--- config.mk ---
export PLATFORM = sky130hd
export DESIGN_NAME = fp_addsub_control_flat
export DESIGN_NICKNAME = d
export VERILOG_FILES = /design/src/rtl/fp_addsub_control_pkg.sv /design/src/rtl/fp_addsub_control_if.sv /design/src/rtl/fp_addsub_control_align.sv /design/src/rtl/fp_addsub_control.sv /design/src/flat_wrapper.sv
export SDC_FILE = /design/constraint.sdc
export NUM_CORES = 1
export LEC_CHECK = 0
export CORE_ASPECT_RATIO = 1.1
export CORE_UTILIZATION = 45
export CTS_BUF_LIST = sky130_fd_sc_hd__clkbuf_2 sky130_fd_sc_hd__clkbuf_4 sky130_fd_sc_hd__clkbuf_8
export CTS_CLUSTER_DIAMETER = 120
export DETAILED_ROUTE_END_ITERATION = 12
export HOLD_SLACK_MARGIN = 0.03
export MAX_ROUTING_LAYER = met4
export PLACE_DENSITY = 0.74
export REMOVE_ABC_BUFFERS = 1
export SLEW_MARGIN = 20
export SYNTH_ARGS = -nofsm -noshare
export SYNTH_HDL_FRONTEND = slang
export SYNTH_SLANG_ARGS = --single-unit
--- constraint.sdc ---
create_clock -name clk -period 3.92 [get_ports clk]
set_input_delay 0.588 -clock clk [delete_from_list [all_inputs] [get_ports clk]]
set_output_delay 0.588 -clock clk [all_outputs]
set_load 0.02 [all_outputs]
--- src/rtl/fp_addsub_control_pkg.sv ---
// Shared encodings and defaults for the FP add/sub sequencing controller.
package fp_addsub_control_pkg;

    localparam int EXP_W_DEF     = 8;
    localparam int MANT_W_DEF    = 23;
    localparam int ALIGN_SAT_DEF = 25;

    localparam logic [1:0] OP_ADD = 2'b00;
    localparam logic [1:0] OP_SUB = 2'b01;
    localparam logic [1:0] OP_MUL = 2'b10;
    localparam logic [1:0] OP_RSV = 2'b11;

    typedef enum logic [2:0] {
        ST_IDLE,
        ST_ALIGN,
        ST_OPERATE,
        ST_NORMALIZE,
        ST_ROUND,
        ST_CHECK,
        ST_DONE
    } state_t;

    // Only add and sub are handled by this datapath; mult and reserved are rejected.
    function automatic logic op_is_valid(input logic [1:0] op);
        return (op != OP_MUL) && (op != OP_RSV);
    endfunction

endpackage

--- src/rtl/fp_addsub_control_if.sv ---
// Issue handshake plus datapath control/status bundle of the FP add/sub controller.
interface fp_addsub_control_if #(
    parameter int EXP_W = 8
);
    logic             start;
    logic [1:0]       op_in;
    logic [EXP_W-1:0] expDiff;
    logic             carry;
    logic             mant_msb;
    logic             mant_zero;
    logic             round_carry;

    logic             smallerExpSrc;
    logic [EXP_W-1:0] shiftRightQtt;
    logic [1:0]       operation;
    logic             normalization_src;
    logic             shift_src;
    logic             alu_we;
    logic             norm_en;
    logic             round_en;
    logic             busy;
    logic             done;
    logic             invalid_op;

    // The controller responds to requests, so it takes the slave side.
    modport slave (
        input  start, op_in, expDiff, carry, mant_msb, mant_zero, round_carry,
        output smallerExpSrc, shiftRightQtt, operation, normalization_src,
               shift_src, alu_we, norm_en, round_en, busy, done, invalid_op
    );

    modport master (
        output start, op_in, expDiff, carry, mant_msb, mant_zero, round_carry,
        input  smallerExpSrc, shiftRightQtt, operation, normalization_src,
               shift_src, alu_we, norm_en, round_en, busy, done, invalid_op
    );
endinterface

--- src/rtl/fp_addsub_control_align.sv ---
// Alignment decode: picks the smaller-exponent operand and the saturated right-shift amount.
module fp_addsub_control_align #(
    parameter int EXP_W     = 8,
    parameter int ALIGN_SAT = 25
) (
    input  logic signed [EXP_W-1:0] exp_diff,
    output logic                    smaller_src,
    output logic        [EXP_W-1:0] shift_amt
);
    localparam logic [EXP_W:0] SAT_V = (EXP_W+1)'(ALIGN_SAT);

    logic               diff_neg;
    logic signed [EXP_W:0] diff_ext;
    logic signed [EXP_W:0] diff_abs;

    // One extra bit so that the most negative difference has a representable magnitude.
    assign diff_neg    = exp_diff[EXP_W-1];
    assign diff_ext    = {exp_diff[EXP_W-1], exp_diff};
    assign diff_abs    = diff_neg ? -diff_ext : diff_ext;
    assign smaller_src = ~diff_neg;
    assign shift_amt   = ($unsigned(diff_abs) > SAT_V) ? SAT_V[EXP_W-1:0]
                                                       : diff_abs[EXP_W-1:0];
endmodule

--- src/rtl/fp_addsub_control.sv ---
// Multi-cycle sequencer for the single-precision add/sub datapath:
// align -> operate -> normalize -> round -> renormalize check -> done.
module fp_addsub_control
    import fp_addsub_control_pkg::*;
#(
    parameter int EXP_W     = EXP_W_DEF,
    parameter int MANT_W    = MANT_W_DEF,
    parameter int ALIGN_SAT = ALIGN_SAT_DEF
) (
    input  logic             clk,
    input  logic             reset,
    fp_addsub_control_if.slave bus
);
    localparam int                CNT_W   = $clog2(MANT_W + 1);
    localparam logic [CNT_W-1:0]  CNT_MAX = CNT_W'(MANT_W);

    state_t             state, state_nx;
    logic [1:0]         op_q;
    logic               invalid_q;
    logic [CNT_W-1:0]   cnt_q;
    logic               small_src_q;
    logic [EXP_W-1:0]   shamt_q;

    logic               align_sel;
    logic [EXP_W-1:0]   align_amt;
    logic               cnt_inc;
    logic [1:0]         op_out;
    logic               alu_we, norm_en, shift_src, norm_src, round_en, done;

    fp_addsub_control_align #(
        .EXP_W     (EXP_W),
        .ALIGN_SAT (ALIGN_SAT)
    ) u_align (
        .exp_diff    (bus.expDiff),
        .smaller_src (align_sel),
        .shift_amt   (align_amt)
    );

    always_ff @(posedge clk) begin
        if (reset) begin
            state       <= ST_IDLE;
            op_q        <= '0;
            invalid_q   <= 1'b0;
            cnt_q       <= '0;
            small_src_q <= 1'b0;
            shamt_q     <= '0;
        end else begin
            state <= state_nx;
            if (state == ST_IDLE && bus.start) begin
                op_q      <= bus.op_in;
                invalid_q <= ~op_is_valid(bus.op_in);
                cnt_q     <= '0;
            end
            if (state == ST_ALIGN) begin
                small_src_q <= align_sel;
                shamt_q     <= align_amt;
            end
            if (cnt_inc) begin
                cnt_q <= cnt_q + CNT_W'(1);
            end
        end
    end

    always_comb begin
        state_nx  = state;
        alu_we    = 1'b0;
        norm_en   = 1'b0;
        shift_src = 1'b0;
        norm_src  = 1'b0;
        round_en  = 1'b0;
        done      = 1'b0;
        cnt_inc   = 1'b0;
        op_out    = 2'b00;
        unique case (state)
            ST_IDLE: begin
                if (bus.start) begin
                    state_nx = op_is_valid(bus.op_in) ? ST_ALIGN : ST_DONE;
                end
            end
            ST_ALIGN: begin
                state_nx = ST_OPERATE;
            end
            ST_OPERATE: begin
                alu_we   = 1'b1;
                op_out   = op_q;
                state_nx = ST_NORMALIZE;
            end
            ST_NORMALIZE: begin
                op_out = op_q;
                // A zero count means this is the first normalize cycle, the only one where carry matters.
                if (cnt_q == '0 && bus.carry) begin
                    shift_src = 1'b1;
                    norm_en   = 1'b1;
                    state_nx  = ST_ROUND;
                end else if (cnt_q == CNT_MAX) begin
                    state_nx = ST_ROUND;
                end else if (bus.mant_zero) begin
                    state_nx = ST_DONE;
                end else if (bus.mant_msb) begin
                    state_nx = ST_ROUND;
                end else begin
                    norm_en = 1'b1;
                    cnt_inc = 1'b1;
                end
            end
            ST_ROUND: begin
                round_en = 1'b1;
                op_out   = op_q;
                state_nx = ST_CHECK;
            end
            ST_CHECK: begin
                norm_src = 1'b1;
                op_out   = op_q;
                if (bus.round_carry) begin
                    shift_src = 1'b1;
                    norm_en   = 1'b1;
                end
                state_nx = ST_DONE;
            end
            ST_DONE: begin
                done     = 1'b1;
                op_out   = invalid_q ? 2'b00 : op_q;
                state_nx = ST_IDLE;
            end
            default: begin
                state_nx = ST_IDLE;
            end
        endcase
    end

    assign bus.smallerExpSrc     = small_src_q;
    assign bus.shiftRightQtt     = shamt_q;
    assign bus.operation         = op_out;
    assign bus.normalization_src = norm_src;
    assign bus.shift_src         = shift_src;
    assign bus.alu_we            = alu_we;
    assign bus.norm_en           = norm_en;
    assign bus.round_en          = round_en;
    assign bus.busy              = (state != ST_IDLE);
    assign bus.done              = done;
    assign bus.invalid_op        = (state == ST_DONE) && invalid_q;
endmodule
--- src/flat_wrapper.sv ---
// flat-port wrapper written by rule: the top's interface ports become plain ports
module fp_addsub_control_flat import fp_addsub_control_pkg::*;
#(
    parameter int EXP_W     = EXP_W_DEF,
    parameter int MANT_W    = MANT_W_DEF,
    parameter int ALIGN_SAT = ALIGN_SAT_DEF
)
  (clk, reset, bus_start, bus_op_in, bus_expDiff, bus_carry, bus_mant_msb, bus_mant_zero, bus_round_carry, bus_smallerExpSrc, bus_shiftRightQtt, bus_operation, bus_normalization_src, bus_shift_src, bus_alu_we, bus_norm_en, bus_round_en, bus_busy, bus_done, bus_invalid_op);
  fp_addsub_control_if #(.EXP_W(EXP_W)) bus_i ();
  input  logic clk;
  input  logic reset;
  input wire logic [$bits(bus_i.start)-1:0] bus_start;
  input wire logic [$bits(bus_i.op_in)-1:0] bus_op_in;
  input wire logic [$bits(bus_i.expDiff)-1:0] bus_expDiff;
  input wire logic [$bits(bus_i.carry)-1:0] bus_carry;
  input wire logic [$bits(bus_i.mant_msb)-1:0] bus_mant_msb;
  input wire logic [$bits(bus_i.mant_zero)-1:0] bus_mant_zero;
  input wire logic [$bits(bus_i.round_carry)-1:0] bus_round_carry;
  output wire logic [$bits(bus_i.smallerExpSrc)-1:0] bus_smallerExpSrc;
  output wire logic [$bits(bus_i.shiftRightQtt)-1:0] bus_shiftRightQtt;
  output wire logic [$bits(bus_i.operation)-1:0] bus_operation;
  output wire logic [$bits(bus_i.normalization_src)-1:0] bus_normalization_src;
  output wire logic [$bits(bus_i.shift_src)-1:0] bus_shift_src;
  output wire logic [$bits(bus_i.alu_we)-1:0] bus_alu_we;
  output wire logic [$bits(bus_i.norm_en)-1:0] bus_norm_en;
  output wire logic [$bits(bus_i.round_en)-1:0] bus_round_en;
  output wire logic [$bits(bus_i.busy)-1:0] bus_busy;
  output wire logic [$bits(bus_i.done)-1:0] bus_done;
  output wire logic [$bits(bus_i.invalid_op)-1:0] bus_invalid_op;
  assign bus_i.start = bus_start;
  assign bus_i.op_in = bus_op_in;
  assign bus_i.expDiff = bus_expDiff;
  assign bus_i.carry = bus_carry;
  assign bus_i.mant_msb = bus_mant_msb;
  assign bus_i.mant_zero = bus_mant_zero;
  assign bus_i.round_carry = bus_round_carry;
  assign bus_smallerExpSrc = bus_i.smallerExpSrc;
  assign bus_shiftRightQtt = bus_i.shiftRightQtt;
  assign bus_operation = bus_i.operation;
  assign bus_normalization_src = bus_i.normalization_src;
  assign bus_shift_src = bus_i.shift_src;
  assign bus_alu_we = bus_i.alu_we;
  assign bus_norm_en = bus_i.norm_en;
  assign bus_round_en = bus_i.round_en;
  assign bus_busy = bus_i.busy;
  assign bus_done = bus_i.done;
  assign bus_invalid_op = bus_i.invalid_op;
  fp_addsub_control #(.EXP_W(EXP_W), .MANT_W(MANT_W), .ALIGN_SAT(ALIGN_SAT)) u_core (.clk(clk), .reset(reset), .bus(bus_i));
endmodule
### Word level (Yosys, flattened, before mapping)

Cells that the tools add are included.

| storage, ports and cells | value |
|---|---|
| register bits | 20 |
| output and inout port bits | 19 |
| logic and storage cells | 59 |

| cells by class | value |
|---|---|
| add/subtract/negate cells | 2 |
| $lt $le $gt $ge | 1 |
| reductions and logical operators | 10 |
| mux-type cells | 27 |
| eq/ne operators | 11 |
| bitwise logic cells | 2 |

Operators with widths:

| operator | count |
|---|---|
| 2-to-1 mux 3 bit | 6 |
| case mux 3 bit (6 select lines) | 1 |
| 2-to-1 mux 1 bit | 12 |
| 2-to-1 mux 5 bit | 2 |
| == test 3 bit, second input constant | 3 |
| greater-than comparator 9 x 5 -> 1 bit, second input constant | 1 |
| 2-to-1 mux 9 bit | 1 |
| negation 8 -> 9 bit | 1 |
| 2-to-1 mux 8 bit | 1 |
| == test 3 x 2 -> 1 bit, second input constant | 2 |
| inequality test 2 bit, second input constant | 3 |
| adder 5 x 1 -> 5 bit, second input constant | 1 |
| == test 5 bit, second input constant | 1 |
| logical NOT 5 bit | 1 |
| inequality test 5 x 3 -> 1 bit, second input constant | 1 |
| logical AND 1 bit | 4 |
| case mux 1 bit (2 select lines) | 2 |
| case mux 2 bit (2 select lines) | 1 |
| OR reduction 4 bit | 1 |
| == test 3 x 1 -> 1 bit, second input constant | 1 |
| logical NOT 3 bit | 1 |
| nonzero test 3 bit | 1 |
| 2-to-1 mux 2 bit | 1 |
| inverter 1 bit | 2 |
| other kinds (2) | 2 |

### Depth between registers and ports, before layout

| depth | value |
|---|---|
| depth in word-level cells | 6 |
| mapped depth | 7 |
| depth with buffers taken out | 6 |

### By module

A second synthesis with hierarchy kept.

| second synthesis, totals | value |
|---|---|
| cell total of the unflattened synthesis | 162 |
| area, all modules | 1337.5 um2 |

By module, submodules not included:

| module | cells each | area an instance (um2) | instances |
|---|---|---|---|
| fp_addsub_control | 119 | 1054.8 | 1 |
| fp_addsub_control_align | 43 | 282.8 | 1 |

### Worst setup path after synthesis

No wires, ideal clock.

| timing | value |
|---|---|
| kind | input port to output port |
| start point | input port bus_carry |
| end point | output port bus_norm_en |
| stages on the path | 4 |
| setup slack | 1.459 ns |
| data arrival time | 1.873 ns |
| path buffers | 0 |
| required time | 3.332 ns |
| path through | nand2_1 nor4_1 a22o_1 nand2b_1 |

| on the way | value |
|---|---|
| cells in the longest elaborated chain, start to end | 3 |

Ends and longest elaborated chain:

| item | RTL line | source |
|---|---|---|
| start, declared | flat_wrapper.sv:15 | `input wire logic [$bits(bus_i.carry)-1:0] bus_carry;` |
| logical AND 1 bit | fp_addsub_control.sv:91 | `if (cnt_q == '0 && bus.carry) begin` |
| 2-to-1 mux 1 bit | fp_addsub_control.sv:91 |  |
| case mux 1 bit (2 select lines) | fp_addsub_control.sv:74 | `unique case (state)` |
| end, declared | flat_wrapper.sv:25 | `output wire logic [$bits(bus_i.norm_en)-1:0] bus_norm_en;` |

No other way between the ends.

### Worst setup path in the final report

| timing | value |
|---|---|
| start point | register u_core.state[0] |
| end point | output port bus_norm_en |

| on the way | value |
|---|---|
| cells in the longest elaborated chain, start to end | 2 |

Ends and longest elaborated chain:

| item | RTL line | source |
|---|---|---|
| start, declared | fp_addsub_control.sv:17 | `state_t state, state_nx;` |
| start signal, assigned | fp_addsub_control.sv:48 | `state <= state_nx;` |
| == test 3 bit or == test 3 x 2 -> 1 bit (tied branches) | fp_addsub_control.sv:74 |  |
| case mux 1 bit (2 select lines) * | fp_addsub_control.sv:74 |  |

Mark *: on every way between the ends. The rest lies on a longest branch, timed or not.

==> results.md <==
* Routed Antenna Nets at 0
* Root buf cell: clkbuf_4
* Dpl cell area at 1560 sq um
* Antenna diodes at 0
* Total power at 0.574 mW
* LEAKAGE at 0.596 nW
* Setup TNS Final at 0 ns
* First-pass DRT Iterations at 4
* Critical path, cell by cell: clkinv_1 > nor3b_1 > a22o_1 > nand2b_1 > clkdlybuf4s50_1
* Critical path launch point type: flip-flop
* Top delay family on crit path: buffers and inverters
* Fin. Hold Viols at 0
* Longest Clk Path Bufs at 2
* Area leader, netlist: dfxtp_1
* Commonest cells in the netlist: dfxtp_1, nor2_1, a21oi_1, nand2_1, nand3_1
* Number of synthesized flops with an enable pin at 0
* Gr ovfl total at 0
* Port buffer count at 35
* Global router's overall resource usage at 0.220
* Area share of the leading cell type in the synthesized netlist at 0.335
* CTS hold repair buffers at 0
* Max frequency at 342 MHz
* Setup violators final at 0
* Dpl cells at 199
* Total CTS buffers at 3
* Register area share after synthesis at 0.335
* Post-route DRC at 0
* Clk Latency, worst-skew pair at 0.31 ns
* First-pass GRT wire length at 4680 um
* Max-cap viol count at 0
* CP peak stage delay at 0.60 ns
* Post-CTS sizing at 0
* FF-to-FF setup slack at 1.93 ns
* Top-level port count at 36
* Critical path class: reg -> out
* Cell Pwr Density at 357 nW/um^2
* WL final at 2720 um
* Initial detailed-routing violation count at 11
* H-Tree Depth at 1
* Max VDD drop at 0.258 mV
* RSZ-0062 raised after global routing: false
* Asr flop ratio synth at 0
* Post-Route Hold Slack at 0.469 ns
* Slowest CP cell: clkdlybuf4s50_1
* Worst Skew at 0.0116 ns
* Crit path time final at 2.92 ns
* Fin crit share at 0.746
* Area delta synth->final at 34.7%
* CP Max Fanout at 9
* Post-CTS setup buffers at 0
* Ys Warns at 0
* CTS tree: yes
* Die area at 2860 sq um
* Required time worst endpoint at 3.33 ns
* Share of cells above drive strength 1 at 0.0814
* Critical Path AT at 2.33 ns
* FP Rows at 19
* Post-Synthesis Cells at 139
* CP Capture Type: output port
* Outcome: finished, final reports clean
* Count of cell types in the netlist at 50
* Core area at 2500 sq um
* Post-Syn Area at 1190 sq um
* Initial core utilization at 0.478
* Max-slew violations at 0
* Design area at 1610 sq um
* RePlAce Congestion at 0.784
* WL/cell at 13.4 um
* Via/cell ratio at 5.75
* Via count at 1168
* Slew headroom at 0.484
* Synthesis-stage register bit count at 20
* Final #Nets at 193
* Clk pin slew, worst setup/hold paths at 0.11 ns
* Main synth FF type: dfxtp_1
* Worst-Margin Slew at 0.772 ns
* Mean Syn Cell Area at 8.59 sq um
* DIE WIDTH at 51.1 um
* Chip Height at 56.0 um
* Top cells by area, synth: dfxtp_1, a21oi_1, nor2_1
* Clk sink count at 20
* Vias in the first global route at 1076
* Worst path bufs/invs at 2
* Initial antenna violation count at 0
* Largest net degree at the start of global routing at 22
* Top-count cell post-synth: dfxtp_1
* Hold Path Class: reg -> reg
* HPWL after DPL at 2030 um
* Final Non-Filler Cells at 203
[stage by stage]
| step | worst slack [ns] | utilization |
|---|---|---|
| floorplan | 1.42 | - |
| global placement | 1.06 | 0.623 |
| detailed placement | 1.02 | 0.623 |
| CTS | 0.992 | 0.644 |
| global route | 0.827 | 0.644 |
| finish | 0.997 | 0.644 |
[state kept, by name (all words and copies together), names as in the netlist]
signal	cells
u_core.state	3
u_core.cnt_q	5
u_core.op_q	2
u_core.bus.smallerExpSrc	1
u_core.bus.shiftRightQtt	8
u_core.invalid_q	1
[where the power goes]
part / internal (mW) / leakage, nW / switching (mW)
clock: 0.103 / 0.0279 / 0.0657
sequential: 0.218 / 0.163 / 0.0201
combinational: 0.0802 / 0.405 / 0.0865
total: 0.402 / 0.596 / 0.172
[layer usage]
layer	GRT usage	up-vias	wire length (um)
li1	-	591	-
met1	0.268	543	1260
met2	0.352	30	1300
met3	0.0246	4	114
met4	0.111	0	52
met5	-	-	0
[final timing paths]
check	from	end	cells past startpoint
worst max-delay path	u_core.state[0]	bus_norm_en	5
worst min-delay path	u_core.op_q[1]	u_core.op_q[1]	2
worst max register to register	u_core.state[0]	u_core.bus.shiftRightQtt[2]	4
worst min register to register	u_core.op_q[1]	u_core.op_q[1]	2
[layout by cell type, fill, tap and decap left out, types with 3 or more instances in the layout]
| cell | netlist | routed |
|---|---|---|
| clkdlybuf4s50_1 | 0 | 35 |
| dfxtp_1 | 20 | 20 |
| nor2_1 | 11 | 11 |
| a21oi_1 | 10 | 10 |
| nand2_1 | 7 | 7 |
| nand3_1 | 7 | 7 |
| and2_1 | 6 | 6 |
| inv_1 | 5 | 5 |
| o211ai_1 | 5 | 5 |
| nor2b_1 | 4 | 4 |
| a211oi_1 | 4 | 4 |
| nor3b_1 | 3 | 3 |
| o41ai_1 | 3 | 3 |
| mux2i_1 | 3 | 3 |
| ha_1 | 3 | 3 |
| clkbuf_4 | 0 | 3 |
[final cells by class]
type,count,area [sq um]
repair buffers,36,358
well taps,31,38.8
clock buffers,3,22.5
multi-input cells,106,736
inverters,6,22.5
clock inverters,1,30.0
flip-flops and latches,20,400
fillers,232,888
[worst register-to-register path: stages, from the launching register on]
cell	delay, ns
dfxtp_1	0.50
clkinv_1	0.31
nor3_2	0.49
o31ai_1	0.23
o41ai_1	0.37
[kinds of logic after synthesis]
family / synth area share
simple gates: 0.291
flops: 0.335
buf+inv: 0.0482
xor+xnor: 0.0147
mux: 0.0252
compound gates: 0.254
fa+ha+maj: 0.0314
(Power assumes the default switching activity.)
